==> config.mk <==
export PLATFORM = sky130hd
export DESIGN_NAME = bcd_updown_counter
export DESIGN_NICKNAME = d
export VERILOG_FILES = /design/src/rtl/bcd_updown_counter.sv
export SDC_FILE = /design/constraint.sdc
export NUM_CORES = 1
export LEC_CHECK = 0
export ABC_AREA = 1
export BUFFER_PORTS_ARGS = -buffer_cell sky130_fd_sc_hd__buf_2
export CAP_MARGIN = 5
export CORE_ASPECT_RATIO = 1.2
export CORE_MARGIN = 2
export CORE_UTILIZATION = 38
export DETAILED_ROUTE_END_ITERATION = 10
export PLACE_DENSITY_LB_ADDON = 0.3
export SETUP_SLACK_MARGIN = 0.02
export SLEW_MARGIN = 20
export SYNTH_ARGS = -nofsm -noshare
export SYNTH_HDL_FRONTEND = slang
export SYNTH_SLANG_ARGS = --single-unit
export TNS_END_PERCENT = 1
==> constraint.sdc <==
create_clock -name clk -period 1.8 [get_ports clk]
set_clock_uncertainty 0.2 [all_clocks]
set_input_delay 0.36 -clock clk [delete_from_list [all_inputs] [get_ports clk]]
set_output_delay 0.36 -clock clk [all_outputs]
set_load 0.02 [all_outputs]
==> src/rtl/bcd_updown_counter.sv <==
// -----------------------------------------------------------------------------
// bcd_updown_counter
//
// Loadable BCD up/down counter with a programmable modulus (0..MAX_VALUE).
// Used across the timekeeping datapath; tc of one counter drives tick of the
// next one to build cascades (seconds -> minutes -> hours).
//
// Parameters:
//   DIGITS     number of BCD digits (1..4)
//   MAX_VALUE  terminal count in decimal (1..10^DIGITS-1)
//
// Ports:
//   clk        system clock, rising edge
//   reset_n    synchronous active-low reset
//   tick       single-cycle count strobe, qualified by en
//   en         run enable; 0 freezes the count and suppresses tc
//   up         direction, 1 = up, 0 = down
//   load       synchronous load request (wins over tick)
//   load_value BCD value to load, digit 0 in [3:0]
//   value      registered BCD count
//   tc         registered one-cycle terminal-count pulse
//   zero       high while value == 0
//   load_err   registered one-cycle pulse for a rejected load
//
// Configuration macro:
//   BCD_CNT_SATURATE_EN  when defined, the count saturates at 0 / MAX_VALUE
//                        instead of wrapping; tc pulses on reaching the bound.
// -----------------------------------------------------------------------------
module bcd_updown_counter #(
  parameter int DIGITS    = 2,
  parameter int MAX_VALUE = 59
) (
  input  logic                  clk,
  input  logic                  reset_n,
  input  logic                  tick,
  input  logic                  en,
  input  logic                  up,
  input  logic                  load,
  input  logic [4*DIGITS-1:0]   load_value,
  output logic [4*DIGITS-1:0]   value,
  output logic                  tc,
  output logic                  zero,
  output logic                  load_err
);

  localparam int W = 4 * DIGITS;

  // Decimal-to-BCD conversion of the modulus, evaluated at elaboration.
  function automatic logic [W-1:0] toBcd(input int v);
    logic [W-1:0] r;
    int           rem;
    r   = '0;
    rem = v;
    for (int i = 0; i < DIGITS; i++) begin
      r[4*i +: 4] = 4'(rem % 10);
      rem         = rem / 10;
    end
    return r;
  endfunction

  localparam logic [W-1:0] MAX_BCD = toBcd(MAX_VALUE);

  // Ripple increment: a digit steps only while every lower digit was 9.
  function automatic logic [W-1:0] bcdInc(input logic [W-1:0] v);
    logic [W-1:0] r;
    logic         carry;
    r     = v;
    carry = 1'b1;
    for (int i = 0; i < DIGITS; i++) begin
      if (carry) begin
        if (v[4*i +: 4] == 4'd9) begin
          r[4*i +: 4] = 4'd0;
        end else begin
          r[4*i +: 4] = v[4*i +: 4] + 4'd1;
          carry       = 1'b0;
        end
      end
    end
    return r;
  endfunction

  // Ripple decrement: a digit steps only while every lower digit was 0.
  function automatic logic [W-1:0] bcdDec(input logic [W-1:0] v);
    logic [W-1:0] r;
    logic         borrow;
    r      = v;
    borrow = 1'b1;
    for (int i = 0; i < DIGITS; i++) begin
      if (borrow) begin
        if (v[4*i +: 4] == 4'd0) begin
          r[4*i +: 4] = 4'd9;
        end else begin
          r[4*i +: 4] = v[4*i +: 4] - 4'd1;
          borrow      = 1'b0;
        end
      end
    end
    return r;
  endfunction

  function automatic logic allDigitsBcd(input logic [W-1:0] v);
    logic ok;
    ok = 1'b1;
    for (int i = 0; i < DIGITS; i++) begin
      if (v[4*i +: 4] > 4'd9) ok = 1'b0;
    end
    return ok;
  endfunction

  logic [W-1:0] value_q, value_d;
  logic         tc_q, tc_d;
  logic         loadErr_q, loadErr_d;
  logic [W-1:0] incVal;
  logic [W-1:0] decVal;
  logic         loadOk;
  logic         atMax;
  logic         atZero;

  assign incVal = bcdInc(value_q);
  assign decVal = bcdDec(value_q);
  assign atMax  = (value_q == MAX_BCD);
  assign atZero = (value_q == '0);

  // With every digit in 0..9, the packed BCD vector orders exactly like the
  // decimal number, so a plain unsigned compare checks the modulus bound.
  assign loadOk = allDigitsBcd(load_value) && (load_value <= MAX_BCD);

  always_comb begin
    value_d   = value_q;
    tc_d      = 1'b0;
    loadErr_d = 1'b0;
    if (load) begin
      if (loadOk) begin
        value_d = load_value;
      end else begin
        loadErr_d = 1'b1;
      end
    end else if (tick && en) begin
      if (up) begin
`ifdef BCD_CNT_SATURATE_EN
        if (!atMax) begin
          value_d = incVal;
          tc_d    = (incVal == MAX_BCD);
        end
`else
        if (atMax) begin
          value_d = '0;
          tc_d    = 1'b1;
        end else begin
          value_d = incVal;
        end
`endif
      end else begin
`ifdef BCD_CNT_SATURATE_EN
        if (!atZero) begin
          value_d = decVal;
          tc_d    = (decVal == '0);
        end
`else
        if (atZero) begin
          value_d = MAX_BCD;
          tc_d    = 1'b1;
        end else begin
          value_d = decVal;
        end
`endif
      end
    end
  end

  always_ff @(posedge clk) begin
    if (!reset_n) begin
      value_q   <= '0;
      tc_q      <= 1'b0;
      loadErr_q <= 1'b0;
    end else begin
      value_q   <= value_d;
      tc_q      <= tc_d;
      loadErr_q <= loadErr_d;
    end
  end

  assign value    = value_q;
  assign tc       = tc_q;
  assign load_err = loadErr_q;
  assign zero     = atZero;

endmodule

==> metrics.csv, run 1 <==
stage,metric,value,unit
status,outcome,completed,
clock_network,numCtsBuffers,3,
timing,setup_viol,0,
die,rows,18,
timing,grt_setup_unrepaired,false,
route,vias,1064,
synthesis,synthXorXnorAreaFrac,0,%
synthesis,yosys-top-cells-area,"dfxtp_1 (24%), nand2_1 (22%), nand3_1 (8.4%)",
critical_path,worstSetupStartpointType,flop,
clock_network,clk_pin_slew,0.08,ns
route,avgRoutedWirePerCell,11.2,microns
power,cellLeakagePower,0.595,nW
route,wirelength,2330,microns
layout,fillers,222,
grt,grt_max_degree,13,
hold_path,min-delay-path-class,input pin to flop,
clock_network,clk_root_buffer_cell,clkbuf_4,
power,peakVddDrop,0.444,mV
critical_path,path_cells,inv_4 -> nand2_4 -> nor2_4 -> inv_1 -> nor2_1 -> buf_4,
critical_path,worst-path-max-fanout,4,
placement,place.gp.congestion,0.847,
die,io_pins,25,
timing,holdWs,0.169,ns
grt,gr-total-overflow,0,
critical_path,end_kind,output pin,
synthesis,syn_area,836,sq um
grt,grt_antenna_before_repair,0,
die,die_h,55.4,microns
clock_network,h-tree-depth,1,
synthesis,synth_seq_cells,10,
synthesis,synth_compound_area_share,16.5,%
die,die_area,2590,sq um
placement,hpwl,1630,microns
die,core_area,2070,sq um
synthesis,yosysTopAreaCellShare,24.0,%
clock_network,clk_path_buf_depth,2,
die,die_w,46.8,microns
clock_network,cts_num_sinks,10,
clock_network,tritoncts,yes,
route,antenna_left,0,
timing,finalSetupTns,0,ns
route,via_per_inst,5.12,
critical_path,cpMaxStageDelayCell,dfxtp_4,
route,drtIter0Drc,30,
timing,hold_viol,0,
timing,worst_slew_pin_slew,0.301,ns
synthesis,synth_top_family_by_area,simple AND/OR/NAND/NOR gates,
synthesis,yosysWarnings,0,
synthesis,synthCells,144,
placement,io_buffers,24,
grt,grtUsageTotal,17.9,%
timing,slew_viol_final,0,
critical_path,critPathRequiredTime,1.24,ns
route,drtPass1Iterations,4,
die,initial_core_util,40.3,%
clock_network,ctsHoldBuffers,0,
power,powerDensity,693,nW/um^2
clock_network,clk_latency,0.27,ns
critical_path,crit_path_max_incr_delay,0.36,ns
synthesis,synth_cell_types,21,
critical_path,crit_type,flop to output pin,
synthesis,synth_nets,158,
synthesis,synthMuxAreaShare,0,%
run,drv_cap,0,
synthesis,yosys.area_share.simple,48.7,%
timing,fin_crit,1.70,ns
layout,final_nets,193,
grt,grt_pass1_wl,3650,microns
critical_path,cp.arrival,1.14,ns
grt,grt_pass1_vias,876,
timing,timing.final.crit_share,94.3,%
synthesis,synth_area_leader_cell,dfxtp_1,
timing,fmax,589,MHz
route,drcViolationCount,0,
timing,max-slew-margin-rel,79.7,%
layout,drive_gt1_share,34.3,%
synthesis,syn_avg_cell_area,5.80,sq um
synthesis,ys_seq_area_share,24.0,%
layout,n_antenna_cell,0,
layout,syn2layout_area_growth,32.8,%
synthesis,synth_fa_ha_area_share,0,%
-- report_power, final --
group	total [W]	switching [W]	internal [W]
combinational	0.000297	0.000177	0.000120
clock	0.000208	0.0000851	0.000123
sequential	0.000264	0.0000255	0.000239
-- layer usage --
layer | vias up | global-route usage (%) | wire (microns) | share of wire [%]
li1 | 538 | - | - | -
met1 | 476 | 26.5 | 1050 | 45
met3 | 10 | 2.29 | 116 | 5.0
met2 | 40 | 26.4 | 1110 | 47
met4 | 0 | 5.56 | 51 | 2.2
met5 | - | 0 | 0 | 0
-- worst max-delay path: cells and delay by family (launching register included) --
| family | cells | cell delay, ns |
|---|---|---|
| DFF | 1 | 0.36 |
| buffers and inverters | 3 | 0.26 |
| and+or+nand+nor | 3 | 0.24 |
-- state kept, by name, indices dropped and copies added (netlist names) --
name	flops
value	8
load_err	1
tc	1
-- stage by stage --
stage | instance area, sq um | setup slack, ns | utilization, % | power, W | std cells
floorplan | 836 | 0.188 | - | 0.000444 | 144
global placement | 993 | 0.178 | 47.9 | 0.000515 | 198
detailed placement | 993 | 0.118 | 47.9 | 0.000516 | 198
CTS | 1040 | 0.0206 | 50.0 | 0.000722 | 202
global route | 1110 | 0.0131 | 53.6 | 0.000824 | 208
finish | 1110 | 0.103 | 53.6 | 0.000769 | 208
-- final timing paths --
check             cells after the start                     to                   from  slack [ns]
setup / recovery                      6                   zero  value[5]$_SDFFE_PN0P_        0.10
hold / removal                        3  value[3]$_SDFFE_PN0P_                reset_n        0.17
setup reg to reg                     11  value[5]$_SDFFE_PN0P_  value[1]$_SDFFE_PN0P_        0.22
hold reg to reg                       2  value[0]$_SDFFE_PN0P_  value[0]$_SDFFE_PN0P_        0.32
-- cell type report --
type	count	area, sq um	share of cell area, %
inverters	19	78.8	7.10
repair buffers	32	183	16.5
flip-flops and latches	10	213	19.2
multi-input cells	113	562	50.6
well taps	30	37.5	3.38
clock buffers	4	36.3	3.27
-- Yosys cell counts (all sizes together) --
master  count
a211oi      1
a21oi      15
buf         1
clkbuf      1
dfxtp      10
inv        19
nand2      52
nand3      14
nand3b      1
nand4       3
nor2       17
nor4        1
o211ai      1
o21ai       8
-- what timing repair did --
item,4_1_cts,5_1_grt
setup endpoints to repair,1,1
pin swaps,1,4
setup buffers,0,6
gates resized for setup,4,14
-- kinds of logic (layout without fill, tap and decap cells) --
logic type / count (synthesis) / in the layout
AND/OR/NAND/NOR: 88 / 88
buffers and inverters: 21 / 55
flip-flops: 10 / 10
AO/OA/AOI/OAI: 25 / 25
-- placed cells by master (no fill, tap or decap), types with 3 or more instances in the layout --
cell type / count
nand2_4: 3
o21ai_0: 8
nand3_1: 14
nor2_4: 4
buf_4: 9
buf_2: 23
nor2_1: 11
dfxtp_1: 4
inv_2: 4
nand2_1: 47
dfxtp_2: 4
inv_1: 13
nand4_1: 3
clkbuf_4: 3
a21oi_1: 13
No activity file was read; power rests on OpenSTA's default activity.
==> inputs of run 2 (changes only) <==
--- a/config.mk
+++ b/config.mk
@@ -9,7 +9,6 @@
 export BUFFER_PORTS_ARGS = -buffer_cell sky130_fd_sc_hd__buf_2
 export CAP_MARGIN = 5
 export CORE_ASPECT_RATIO = 1.2
-export CORE_MARGIN = 2
 export CORE_UTILIZATION = 38
 export DETAILED_ROUTE_END_ITERATION = 10
 export PLACE_DENSITY_LB_ADDON = 0.3
==> constraint.sdc (replaced) <==
create_clock -name clk -period 1.8 [get_ports clk]
set_clock_uncertainty 0.2 [all_clocks]
set_input_delay 0.09 -clock clk [delete_from_list [all_inputs] [get_ports clk]]
set_output_delay 0.09 -clock clk [all_outputs]
set_load 0.02 [all_outputs]
==> run 2 against run 1 <==
Sequential share of layout area decreased by 0.36 points; clock-buffer cell count is the same; combinational power is 15% lower; critical path depth rose by 5; final cell count down 1.4%; highest routed layer unchanged.
==> metrics.csv, run 2 (synthesis results as in run 1) <==
stage,metric,value,unit
die,die_h,53.4,microns
critical_path,critPathRequiredTime,1.77,ns
layout,final_cell_area,1060,sq um
layout,largest_register_ffs,8,
timing,fmax,622,MHz
power,p_sw_share,37.6,%
hold_path,min_path_cells,5,
hold_path,min-delay-path-class,input pin to flop,
clock_network,clk_latency,0.27,ns
route,drtPass1Iterations,4,
timing,finalSetupTns,0,ns
grt,gr-total-overflow,0,
timing,setup_viol,0,
die,rows,18,
grt,grt_pass1_vias,818,
clock_network,cts_num_sinks,10,
power,pwr-share-clk,28.8,%
placement,hpwl,1610,microns
route,drtIter0Drc,22,
timing,hold_viol,0,
power,pwr-share-comb,34.8,%
critical_path,timing.rr.start,value[3]$_SDFFE_PN0P_,
die,die_area,2390,sq um
critical_path,reg2reg_slack,0.19,ns
grt,grtUsageTotal,18.0,%
timing,timing.final.crit_share,89.3,%
route,via_per_inst,4.83,
placement,io_buffers,24,
run,drv_cap,0,
critical_path,worstSetupStartpointType,flop,
grt,grt_max_degree,13,
timing,grt_setup_unrepaired,false,
die,core_area,2070,sq um
route,vias,990,
die,initial_core_util,40.3,%
clock_network,clk_path_buf_depth,2,
placement,place.gp.congestion,0.838,
timing,slew_viol_final,0,
timing,worst_slew_pin_slew,0.311,ns
placement,placed_area,978,sq um
critical_path,crit_path_end,value[5]$_SDFFE_PN0P_,
power,cellLeakagePower,0.569,nW
layout,final_nets,190,
die,die_w,44.8,microns
power,p_switching,0.000273,W
layout,final_common_cell,nand2_1,
route,avgRoutedWirePerCell,10.1,microns
power,internal-power,0.000453,W
layout,n_antenna_cell,0,
layout,fillers,219,
critical_path,end_kind,flop,
layout,drive_gt1_share,23.4,%
route,drcViolationCount,0,
clock_network,h-tree-depth,1,
placement,place_ws,0.249,ns
route,antenna_left,0,
critical_path,r2r-end,value[5]$_SDFFE_PN0P_,
timing,max-slew-margin-rel,79.3,%
power,seq_power_share,36.4,%
grt,grt_antenna_before_repair,0,
grt,grt_pass1_wl,3210,microns
critical_path,cp.arrival,1.58,ns
power,peakVddDrop,0.433,mV
clock_network,numCtsBuffers,3,
critical_path,crit_type,flop to flop,
critical_path,worst-path-max-fanout,8,
power,powerDensity,682,nW/um^2
layout,syn2layout_area_growth,27.4,%
power,p_total,0.000726,W
clock_network,clk_pin_slew,0.08,ns
critical_path,startpoint,value[3]$_SDFFE_PN0P_,
status,outcome,completed,
timing,fin_crit,1.61,ns
timing,worst_slack,0.193,ns
critical_path,reg2reg_depth,11,
die,io_pins,25,
clock_network,tritoncts,yes,
clock_network,clk_root_buffer_cell,clkbuf_4,
route,wirelength,2070,microns
layout,final_cell_mix,"nand2_1 (48), buf_2 (24), inv_1 (16)",
[run 2: changes by cell type in the layout (fill, tap and decap cells not counted), moves of 2 or more]
cell           delta
inv_2             -2
inv_1             +3
buf_4             -9
nor2_1            +2
dfxtp_1           +6
dfxtp_4           -2
dfxtp_2           -4
dlygate4sd3_1     +5
[run 2: how the worst min path moves through the flow]
stage                  startpoint                    end
finish              load_value[0]  value[0]$_SDFFE_PN0P_
floorplan                 reset_n  value[6]$_SDFFE_PN0P_
global route        load_value[6]  value[6]$_SDFFE_PN0P_
detailed placement        reset_n  value[6]$_SDFFE_PN0P_
global placement          reset_n  value[6]$_SDFFE_PN0P_
CTS                 load_value[0]  value[0]$_SDFFE_PN0P_
[run 2: power groups by stage]
| stage | clock network, W | logic, W | registers (W) |
|---|---|---|---|
| finish | 0.000209 | 0.000253 | 0.000264 |
| global route | 0.000214 | 0.000286 | 0.000266 |
| CTS | 0.000208 | 0.000252 | 0.000263 |
| detailed placement | 0 | 0.000243 | 0.000269 |
| global placement | 0 | 0.000241 | 0.000268 |
| floorplan | 0 | 0.000161 | 0.000284 |
[run 2: through the flow]
stage | utilization, % | hold WS (ns) | cells
finish | 51.4 | 0.00813 | 205
CTS | 51.4 | 0.0108 | 205
detailed placement | 47.2 | 0.180 | 196
global route | 51.4 | 0.0337 | 205
floorplan | - | 0.0129 | 144
global placement | 47.2 | 0.182 | 196
[run 2: per-layer routing]
metal	GRT usage (%)	up-vias	share of wire, %
met4	9.09	0	0.68
met5	0	-	0
li1	-	528	-
met1	21.2	436	46
met3	3.41	3	3.2
met2	30.6	23	50
[run 2: critical path: stages, from the launching register on]
cell and delay, ns:
dfxtp_1 0.47, inv_1 0.13, nor2_4 0.11, nand2_1 0.07, nand2_1 0.06, nand2_1 0.06
inv_2 0.08, nand2_4 0.09, a21oi_2 0.11, nand2_1 0.05, nand2_1 0.05, inv_1 0.03
[run 2: layout make-up]
class	count	area, sq um	share of cell area [%]
timing repair buffer	29	170	16.0
sequential	10	200	18.8
multi-input combinational	113	544	51.1
tap	30	37.5	3.53
clock buffer	4	36.3	3.41
inverter	19	76.3	7.17
[run 2: timing repair]
action	in CTS	in global routing
endpoints found under the hold margin	7	0
setup endpoints to repair	0	1
setup buffers	0	0
gates resized for setup	0	1
hold buffers	5	0
